**src/rtl/instr_sequencer.sv**
```systemverilog
// Instruction-issue stage: FIFO-buffers 14-bit instructions and holds each on
// the CPU instruction bus for its opcode-dependent execution length.
module instr_sequencer #(
  parameter int          DEPTH        = 8,
  parameter logic [3:0]  SHORT_OPCODE = 4'd1,
  parameter int          SHORT_CYCLES = 7,
  parameter int          LONG_CYCLES  = 9
) (
  input  logic                       clock,
  input  logic                       reset_n,
  input  logic                       in_valid,
  output logic                       in_ready,
  input  logic [13:0]                in_instr,
  input  logic                       view_sel,
  output logic [13:0]                instruction,
  output logic                       reg_val_or_pc,
  output logic                       instr_start,
  output logic                       busy,
  output logic [$clog2(DEPTH):0]     fifo_count,
  output logic [7:0]                 issued_count
);

  localparam int PTR_W = $clog2(DEPTH);
  localparam int CNT_W = PTR_W + 1;
  localparam int MAXC  = (SHORT_CYCLES > LONG_CYCLES) ? SHORT_CYCLES : LONG_CYCLES;
  localparam int HC_W  = (MAXC > 2) ? $clog2(MAXC) : 1;

  typedef enum logic {IDLE, HOLD} state_t;

  state_t            state_q, state_d;
  logic [13:0]       mem_q [DEPTH];
  logic [PTR_W-1:0]  wr_ptr_q, wr_ptr_d;
  logic [PTR_W-1:0]  rd_ptr_q, rd_ptr_d;
  logic [CNT_W-1:0]  count_q, count_d;
  logic [HC_W-1:0]   hold_cnt_q, hold_cnt_d;
  logic [13:0]       instr_q, instr_d;
  logic              rvp_q, rvp_d;
  logic              start_q, start_d;
  logic [7:0]        issued_q, issued_d;

  logic              push;
  logic              load;
  logic              hold_done;
  logic [13:0]       head;

  assign in_ready      = (count_q != CNT_W'(DEPTH));
  assign instruction   = instr_q;
  assign reg_val_or_pc = rvp_q;
  assign instr_start   = start_q;
  assign busy          = (state_q == HOLD);
  assign fifo_count    = count_q;
  assign issued_count  = issued_q;

  always_comb begin
    push       = in_valid && in_ready;
    head       = mem_q[rd_ptr_q];
    hold_done  = (hold_cnt_q == '0);
    // A load happens from IDLE or on the last held cycle, whenever data waits.
    load       = (count_q != '0) && ((state_q == IDLE) || hold_done);

    state_d    = state_q;
    wr_ptr_d   = wr_ptr_q;
    rd_ptr_d   = rd_ptr_q;
    count_d    = count_q;
    hold_cnt_d = hold_cnt_q;
    instr_d    = instr_q;
    rvp_d      = rvp_q;
    start_d    = load;
    issued_d   = issued_q;

    if (push) wr_ptr_d = wr_ptr_q + PTR_W'(1);
    if (load) rd_ptr_d = rd_ptr_q + PTR_W'(1);

    if (push && !load)      count_d = count_q + CNT_W'(1);
    else if (!push && load) count_d = count_q - CNT_W'(1);

    if (load) begin
      state_d    = HOLD;
      instr_d    = head;
      rvp_d      = view_sel;
      issued_d   = issued_q + 8'd1;
      hold_cnt_d = (head[3:0] == SHORT_OPCODE) ? HC_W'(SHORT_CYCLES - 1)
                                               : HC_W'(LONG_CYCLES - 1);
    end else if (state_q == HOLD) begin
      if (hold_done) state_d = IDLE;
      else           hold_cnt_d = hold_cnt_q - HC_W'(1);
    end
  end

  always_ff @(posedge clock or negedge reset_n) begin
    if (!reset_n) begin
      state_q    <= IDLE;
      wr_ptr_q   <= '0;
      rd_ptr_q   <= '0;
      count_q    <= '0;
      hold_cnt_q <= '0;
      instr_q    <= '0;
      rvp_q      <= 1'b0;
      start_q    <= 1'b0;
      issued_q   <= '0;
    end else begin
      state_q    <= state_d;
      wr_ptr_q   <= wr_ptr_d;
      rd_ptr_q   <= rd_ptr_d;
      count_q    <= count_d;
      hold_cnt_q <= hold_cnt_d;
      instr_q    <= instr_d;
      rvp_q      <= rvp_d;
      start_q    <= start_d;
      issued_q   <= issued_d;
    end
  end

  // Storage needs no reset: entries are only visible through the pointers.
  always_ff @(posedge clock) begin
    if (push) mem_q[wr_ptr_q] <= in_instr;
  end

endmodule

```
**config.mk**
```make
export PLATFORM = sky130hd
export DESIGN_NAME = instr_sequencer
export DESIGN_NICKNAME = d
export VERILOG_FILES = /design/src/rtl/instr_sequencer.sv
export SDC_FILE = /design/constraint.sdc
export NUM_CORES = 1
export LEC_CHECK = 0
export ABC_AREA = 1
export CORE_UTILIZATION = 60
export DETAILED_ROUTE_END_ITERATION = 6
export PLACE_DENSITY = 0.85
export SLEW_MARGIN = 20
export SYNTH_ARGS = -nofsm -noshare
export SYNTH_HDL_FRONTEND = slang
export SYNTH_SLANG_ARGS = --single-unit
export TNS_END_PERCENT = 30
```
**constraint.sdc**
```tcl
create_clock -name clock -period 7.3 [get_ports clock]
set_input_delay 0.73 -clock clock [delete_from_list [all_inputs] [get_ports clock]]
set_output_delay 0.73 -clock clock [all_outputs]
set_load 0.01 [all_outputs]
```
== After elaboration in Yosys (flattened, before gate mapping) ==
Memory sizes are Yosys's and may differ from the RTL's.
Index checks and enable logic that the tools add are counted.

* Add/subtract/negate cells: 6
* Equality and inequality tests: 3
* Muxes and demuxes: 11
* Bitwise logic cells: 1
* Reduce and logical (&&, ||, !) cells: 12

{| class="wikitable"
|+ Operators with widths
! operator !! number
|-
| $mux W4 || 6
|-
| $add A8 B1 Y8 const B || 1
|-
| $sub A4 B1 Y4 const B || 2
|-
| $add A3 B1 Y3 const B || 2
|-
| $mux W1 || 5
|-
| $add A4 B1 Y4 const B || 1
|-
| $eq A4 B1 Y1 const B || 1
|-
| $logic_and A1 B1 Y1 || 4
|-
| $logic_not A4 Y1 || 1
|-
| $ne A4 B4 Y1 const B || 1
|-
| $reduce_bool A2 Y1 || 2
|-
| $reduce_bool A4 Y1 || 1
|-
| $logic_not A1 Y1 || 2
|-
| $ne A2 B2 Y1 const B || 1
|-
| $reduce_and A2 Y1 || 1
|-
| $logic_or A1 B1 Y1 || 1
|-
| $not A1 Y1 || 1
|}

* Bits in registers: 39
* RAM bits: 112
* Logic and storage cells: 43
* Memories kept: 1

{| class="wikitable"
|+ Memory list
! memory !! words !! width !! read ports !! clocked after Yosys merged registers in !! wr ports !! line !! text
|-
| mem_q || 8 || 14 || 1 || 0 || 1 || 31 || <nowiki>logic [13:0] mem_q [DEPTH];</nowiki>
|}

== Logic depth before layout (Yosys ltp) ==
Gate-level depths: netlist (run 1).

* Depth in word-level cells: 6
* Mapped depth: 15

== Worst setup path before layout (run 1) ==
OpenSTA, ideal clock, no wires.

* Path kind: register -> register
* From: register hold_cnt_q[0]
* To: register count_q[3] (netlist: fifo_count[3])
* Setup time: 0.083 ns
* Data arrival time: 2.232 ns
* Slack: 4.985 ns
* Cell stages (with the launch flop): 16
* Period minus slack after synthesis: 2.315 ns
* Cells stage by stage: dfrtp_1 inv_1 ha_1 nand2_1 nand2_1 nand2_2 buf_6 buf_2 ha_1 inv_1 ha_1 a21o_1 a21oi_1 xor2_1 nand2_1 o21ai_0

* Cells in the longest elaborated chain, start to end: 6

{| class="wikitable"
|+ RTL lines
! item !! line !! text
|-
| from (decl) || 35 || <nowiki>logic [HC_W-1:0] hold_cnt_q, hold_cnt_d;</nowiki>
|-
| from (signal assigned) || 106 || <nowiki>hold_cnt_q <= hold_cnt_d;</nowiki>
|-
| $logic_not A4 Y1 * || 57 || <nowiki>hold_done = (hold_cnt_q == '0);</nowiki>
|-
| $logic_or A1 B1 Y1 * || 59 || <nowiki>load = (count_q != '0) && ((state_q == IDLE) || hold_done);</nowiki>
|-
| $logic_and A1 B1 Y1 * || 59 ||
|-
| $logic_not A1 Y1 || 74 || <nowiki>if (push && !load) count_d = count_q + CNT_W'(1);</nowiki>
|-
| $logic_and A1 B1 Y1 || 74 ||
|-
| $mux W4 / $reduce_bool A2 Y1 (equally long branches) || -- ||
|-
| to (signal assigned) || 105 || <nowiki>count_q <= count_d;</nowiki>
|-
| to (decl) || 34 || <nowiki>logic [CNT_W-1:0] count_q, count_d;</nowiki>
|}

Every way passes the cells marked *; elsewhere a longest branch is shown, timed or not.
A chain may end at the register's enable or synchronous reset.

== Final worst setup path (run 1) ==
* From: register count_q[0] (netlist: fifo_count[0])
* To: output port in_ready

* Cells in the longest elaborated chain, start to end: 1

{| class="wikitable"
|+ RTL lines
! item !! line !! text
|-
| $ne A4 B4 Y1 || 46 || <nowiki>assign in_ready = (count_q != CNT_W'(DEPTH));</nowiki>
|-
| to (decl) || 12 || <nowiki>output logic in_ready,</nowiki>
|}

No other way between the ends.

==> qor.txt, run 1 <==
Die Height -> 103 um
WHS -> 0.301 ns
Status -> finished, final reports clean
PostCTS Resize Cnt -> 0
DIE AREA -> 0.0107 mm2
Overflow after GRT -> 0
Vias in the first global route -> 3855
Main combinational cell family by area after synthesis -> simple AND/OR/NAND/NOR gates
Worst-path clk slew -> 0.07 ns
First-pass GRT wire length -> 20900 um
RSZ-0062 raised after global routing -> no
Final setup TNS -> 0 ns
DR WL/cell -> 19.6 um
Hold Path Class -> in -> async
Post-CTS setup repair buffer count -> 0
Rows -> 36
Sequential power share -> 40.2%
Worst-Margin Slew -> 1.02 ns
Area share of xor/xnor cells in the synthesized design -> 2.13%
Non-Filler Instances -> 714
Final wirelength -> 14000 um
Final period utilization -> 34.8%
Number of synthesized flops with an enable pin -> 112
Net Sw Frac -> 35.6%
Clk sinks -> 151
Final setup margin -> 4.76 ns
Core outline area -> 0.00986 mm2
Via count -> 4180
Top Ports -> 48
Max cap viols -> 0
Logic gate share of total power -> 32.7%
Port Buffer Count -> 47
Pint -> 1.96 mW
Clk Latency, worst-skew pair -> 0.53 ns
Fmax -> 394 MHz
Pwr/cell area -> 421 mW/mm2
Sequential fraction of the synthesis area -> 70.5%
Rel. slew slack -> 31.6%
Critical setup path kind -> reg -> out
CTS root buf -> clkbuf_8
Post-synth net total -> 550
Most frequent cells in the layout -> 112 x edfxtp_1, 105 x nand2_1, 62 x nor2_1
Layout Area Growth over Synthesis -> 17.7%
Endpoints failing setup -> 0
TritonCTS Buffers -> 17
Final core utilization -> 73.4%
Sw power -> 1.09 mW
Placed cell area -> 0.00666 mm2
Initial core utilization -> 62.4%
Nets -> 594
Cell count after placement -> 682
Max Slew Vio Count -> 0
Critical-path maximum fanout -> 5
Drc violations -> 0
Required time worst endpoint -> 6.57 ns
Crit end category -> output pin
First-pass DRT Iterations -> 5
Synth Area in Adders -> 1.75%
Lkg Pwr -> 2.77 nW
Vias per inst -> 5.85
H-tree Lvls -> 4
Fillers -> 585
Initial antenna violation count -> 0
Syn avg cell area -> 11.7 um2
Ys Warns -> 0
Hold Fails Final Rpt -> 0
Post-Synth Simple-Gate Area -> 12.7%
Clock power frac -> 27.1%
Netlist cell types -> 29
Clk_skew -> 0.0104 ns
# hold bufs at CTS -> 0
Synth Area in Compound Gates -> 8.68%
Main synth FF type -> edfxtp_1
Final Total Pwr -> 3.05 mW
Synthesized instance count -> 524
Type of origin of the critical path -> flip-flop
Mux cell area share after synthesis -> 0%
Worst EP arrival -> 1.81 ns
Syn Std Cell Area -> 0.00615 mm2
Starting DRC count in detailed routing -> 560
Post-route ant nets -> 0
Largest net degree at the start of global routing -> 59
Gpl congestion -> 0.900
Max rail drop VDD -> 0.000203 V
Seq cells post-synth -> 151
Clk buf depth -> 2
Overall Global Routing Usage -> 28.3%
Commonest non-fill, non-tap cell in the layout -> edfxtp_1
Tmin final -> 2.54 ns
Die width -> 103 um
Final antenna diode count -> 0
Final instance area -> 0.00724 mm2
Asr flop ratio synth -> 25.8%
CTS tree -> done
Post-DP HPWL -> 9060 um
Layout cells sized above 1 -> 8.95%
Place WS -> 4.37 ns
power by group through the flow:
stage	Clock (mW)	Sequential [mW]	Combinational (mW)
detailed placement	0	1.24	0.967
floorplan	0	1.24	0.620
global route	0.863	1.24	1.10
finish	0.826	1.23	0.997
global placement	0	1.23	0.933
CTS	0.829	1.23	0.979
cells in the mapped netlist (9+ instances only):
| cell | instances | area share, % |
|---|---|---|
| edfxtp_1 | 112 | 55 |
| nor2_1 | 68 | 4.1 |
| nand3_1 | 14 | 1.1 |
| o21ai_1 | 11 | 0.89 |
| nand2_1 | 105 | 6.4 |
| dfrtp_1 | 39 | 16 |
| clkbuf_1 | 9 | 0.55 |
| inv_1 | 29 | 1.8 |
| o21ai_0 | 59 | 4.8 |
| xor2_1 | 9 | 1.3 |
| o22ai_1 | 20 | 2.0 |
critical path, cell delays in order, from the launching register on:
cell	delay (ns)
dfrtp_1	0.46
nor2_1	0.18
nand3_1	0.13
clkdlybuf4s50_1	0.50
kinds of logic after synthesis:
group	Yosys count
XOR/XNOR	15
AO/OA/AOI/OAI	99
buffers and inverters	55
adder cells (fa/ha/maj)	8
flip-flops	151
AND/OR/NAND/NOR	196
registers in the layout (all words and copies together) (netlist names):
name and cells:
wr_ptr_q 3, instruction 14, issued_count 8, instr_start 1, busy 1, mem_q 112
hold_cnt_q 4, reg_val_or_pc 1, rd_ptr_q 3, fifo_count 4
final timing paths:
check,start,end,slack (ns),cells past startpoint
max,fifo_count[0]$_DFFE_PN0P_,in_ready,4.76,3
min,reset_n,busy$_DFF_PN0_,0.30,1
max reg2reg,hold_cnt_q[0]$_DFFE_PN0P_,fifo_count[3]$_DFFE_PN0P_,4.80,13
min reg2reg,reg_val_or_pc$_DFFE_PN0P_,reg_val_or_pc$_DFFE_PN0P_,0.48,2
max in group asynchronous,reset_n,issued_count[6]$_DFFE_PN0P_,6.46,1
min in group clock,reg_val_or_pc$_DFFE_PN0P_,reg_val_or_pc$_DFFE_PN0P_,0.48,2
metal layers:
metal	track usage, %	wire [um]	part of all wire, %	vias up
li1	-	-	-	1885
met4	15.4	601	4.3	0
met1	38.7	5580	40	1984
met2	41.9	6380	46	266
met5	0	0	0	-
met3	7.33	1400	10	45
layout make-up:
type,count,area (um2),share of cell area [%]
flip-flops and latches,151,4340,59.9
multi-input cells,318,1570,21.7
repair buffers,49,480,6.63
clock buffers,17,414,5.72
well taps,133,166,2.30
clock inverters,15,155,2.14
inverters,31,116,1.61
(Power assumes the default switching activity.)
==> run 2: changes to the inputs <==
- CORE_UTILIZATION: 60 -> 58
- PLACE_DENSITY: 0.85 -> 0.82
- clock period: 7.3 -> 2.5 ns (I/O delays scaled with it)
==> run 2 against run 1 <==
Compared with the run above: critical path type is now reg -> reg; global-route usage shrank 1.8 points; combinational power grew to 3.0 times the previous value; largest power group unchanged; power grew to 3.0 times the previous value; clock skew shrank 0.0054 ns; core utilization shrank 2.1 points; via count grew 1.0%; sequential share of layout area shrank 1.0 points; sequential power grew to 2.9 times the previous value; worst setup slack lost 4.5 ns; first-iteration DRC count shrank 39%; clock power grew to 3.1 times the previous value; cell area grew 1.7%.
==> qor.txt, run 2 (synthesis gave the netlist of run 1 again) <==
DR WL/cell -> 18.4 um
Rel. slew slack -> 39.9%
Cell count along the critical path -> 12
Critical setup path kind -> reg -> reg
Rows -> 37
CTS tree -> done
Layout Area Growth over Synthesis -> 19.7%
Type of origin of the critical path -> flip-flop
Worst-path clk slew -> 0.06 ns
First-pass GRT wire length -> 21400 um
Fillers -> 655
Initial core utilization -> 59.6%
RSZ-0062 raised after global routing -> no
Lkg Pwr -> 2.88 nW
Clk_skew -> 0.00501 ns
Worst Setup EP -> fifo_count[3]$_DFFE_PN0P_
Final setup TNS -> 0 ns
Largest net degree at the start of global routing -> 58
Nets -> 610
Top Ports -> 48
Overflow after GRT -> 0
Max rail drop VDD -> 0.000645 V
R2R setup slack -> 0.25 ns
Fmax -> 444 MHz
Most flops, register -> mem_q
Met3 Resource Use GR -> 6.80%
Port Buffer Count -> 47
Gpl congestion -> 0.806
Core outline area -> 0.0103 mm2
Worst r2r dst -> fifo_count[3]$_DFFE_PN0P_
Tmin final -> 2.25 ns
TritonCTS Buffers -> 17
CP startpoint -> fifo_count[0]$_DFFE_PN0P_
Crit-path slowest cell -> dfrtp_1
Final antenna diode count -> 0
Post-DP HPWL -> 7890 um
Post-route ant nets -> 0
Crit end category -> flip-flop
Placed cell area -> 0.00677 mm2
Required time worst endpoint -> 2.94 ns
Starting DRC count in detailed routing -> 342
Vias in the first global route -> 4295
Die Height -> 105 um
Clk sinks -> 151
Vias per inst -> 5.77
Reg area -> 0.00434 mm2
Worst path max stage delay -> 0.45 ns
Layout cells sized above 1 -> 9.73%
GRT Max-Usage Layer -> met2
Hold Fails Final Rpt -> 0
Max cap viols -> 0
Most frequent cells in the layout -> 112 x edfxtp_1, 105 x nand2_1, 68 x nor2_1
H-tree Lvls -> 4
Final wirelength -> 13500 um
Endpoints failing setup -> 0
Final instance area -> 0.00736 mm2
Overall Global Routing Usage -> 26.5%
Clk buf depth -> 2
Buf/Inv on CP -> 2
Worst-Margin Slew -> 0.902 ns
Drc violations -> 0
Initial antenna violation count -> 0
Worst EP arrival -> 2.70 ns
Critical path cell sequence -> nor2_1 -> nand3_1 -> nand2_1 -> inv_1 -> ha_1 -> inv_1 -> ha_1 -> a21o_1 -> a21oi_1 -> xor2_1 -> nand2_1 -> o21ai_0
Commonest non-fill, non-tap cell in the layout -> edfxtp_1
Number of flip-flops in the largest register -> 112
Max Slew Vio Count -> 0
Status -> finished, final reports clean
DIE AREA -> 0.0110 mm2
GR Util met1 -> 32.5%
Final period utilization -> 90.1%
Global Route met2 Usage -> 43.0%
Clk Latency, worst-skew pair -> 0.52 ns
Die width -> 105 um
Hold Path Class -> in -> reg
Cell count of the worst reg-to-reg path -> 12
First-pass DRT Iterations -> 7
Area of the multi-input gates -> 0.00156 mm2
CTS root buf -> clkbuf_8
Critical-path maximum fanout -> 5
Crit-path leading delay family -> adder cells
Pwr/cell area -> 1230 mW/mm2
R2R Path Start -> fifo_count[0]$_DFFE_PN0P_
Via count -> 4223
==> run 2: how the worst min path moves through the flow <==
stage	slack [ns]	endpoint	depth (start not counted)	from
CTS	0.24	reg_val_or_pc$_DFFE_PN0P_	3	view_sel
global placement	0.40	fifo_count[1]$_DFFE_PN0P_	1	reset_n
finish	0.26	reg_val_or_pc$_DFFE_PN0P_	3	view_sel
detailed placement	0.42	fifo_count[0]$_DFFE_PN0P_	1	reset_n
floorplan	-0.05	busy$_DFF_PN0_	0	reset_n
global route	0.28	reg_val_or_pc$_DFFE_PN0P_	3	view_sel
==> run 2: tightest hold or removal path, stage by stage <==
cell and delay, ns:
clkdlybuf4s50_1 0.39, nand2_1 0.06, nand2_1 0.04
==> run 2: per-stage QoR <==
stage / total power [mW] / utilization [%] / setup WS [ns] / hold slack (ns) / std cells
3_5_place_dp: 6.52 / 65.6 / 0.269 / 0.423 / 700
6_report: 9.07 / 71.3 / 0.247 / 0.260 / 732
4_1_cts: 9.07 / 71.3 / 0.268 / 0.240 / 732
5_1_grt: 9.54 / 71.3 / 0.0474 / 0.276 / 732
2_1_floorplan: 5.44 / - / 0.185 / -0.0456 / 524
3_3_place_gp: 6.34 / 65.6 / 0.374 / 0.402 / 700
==> run 2: cell type report <==
| cell class | count | area share, % |
|---|---|---|
| multi-input combinational | 318 | 21.1 |
| sequential | 151 | 58.9 |
| clock buffer | 19 | 5.73 |
| clock inverter | 12 | 2.16 |
| tap | 136 | 2.31 |
| inverter | 31 | 1.58 |
| timing repair buffer | 65 | 8.19 |
==> run 2: repair_timing <==
item                      in CTS  in global routing
hold buffers                   1                  0
hold endpoints to repair      39                  0
resized for setup              0                  0
buffers inserted               0                  0
==> run 2: metal layers <==
metal,vias to the layer above,routed length [um]
met3,41,961
met5,-,0
met1,2070,5200
met4,0,389
met2,196,6940
li1,1916,-
==> run 2: where the power goes <==
group | switching, mW | internal, mW | leakage [nW]
sequential | 0.290 | 3.27 | 1.49
clock | 0.925 | 1.60 | 0.292
combinational | 1.86 | 1.13 | 1.10
total | 3.07 | 5.99 | 2.88
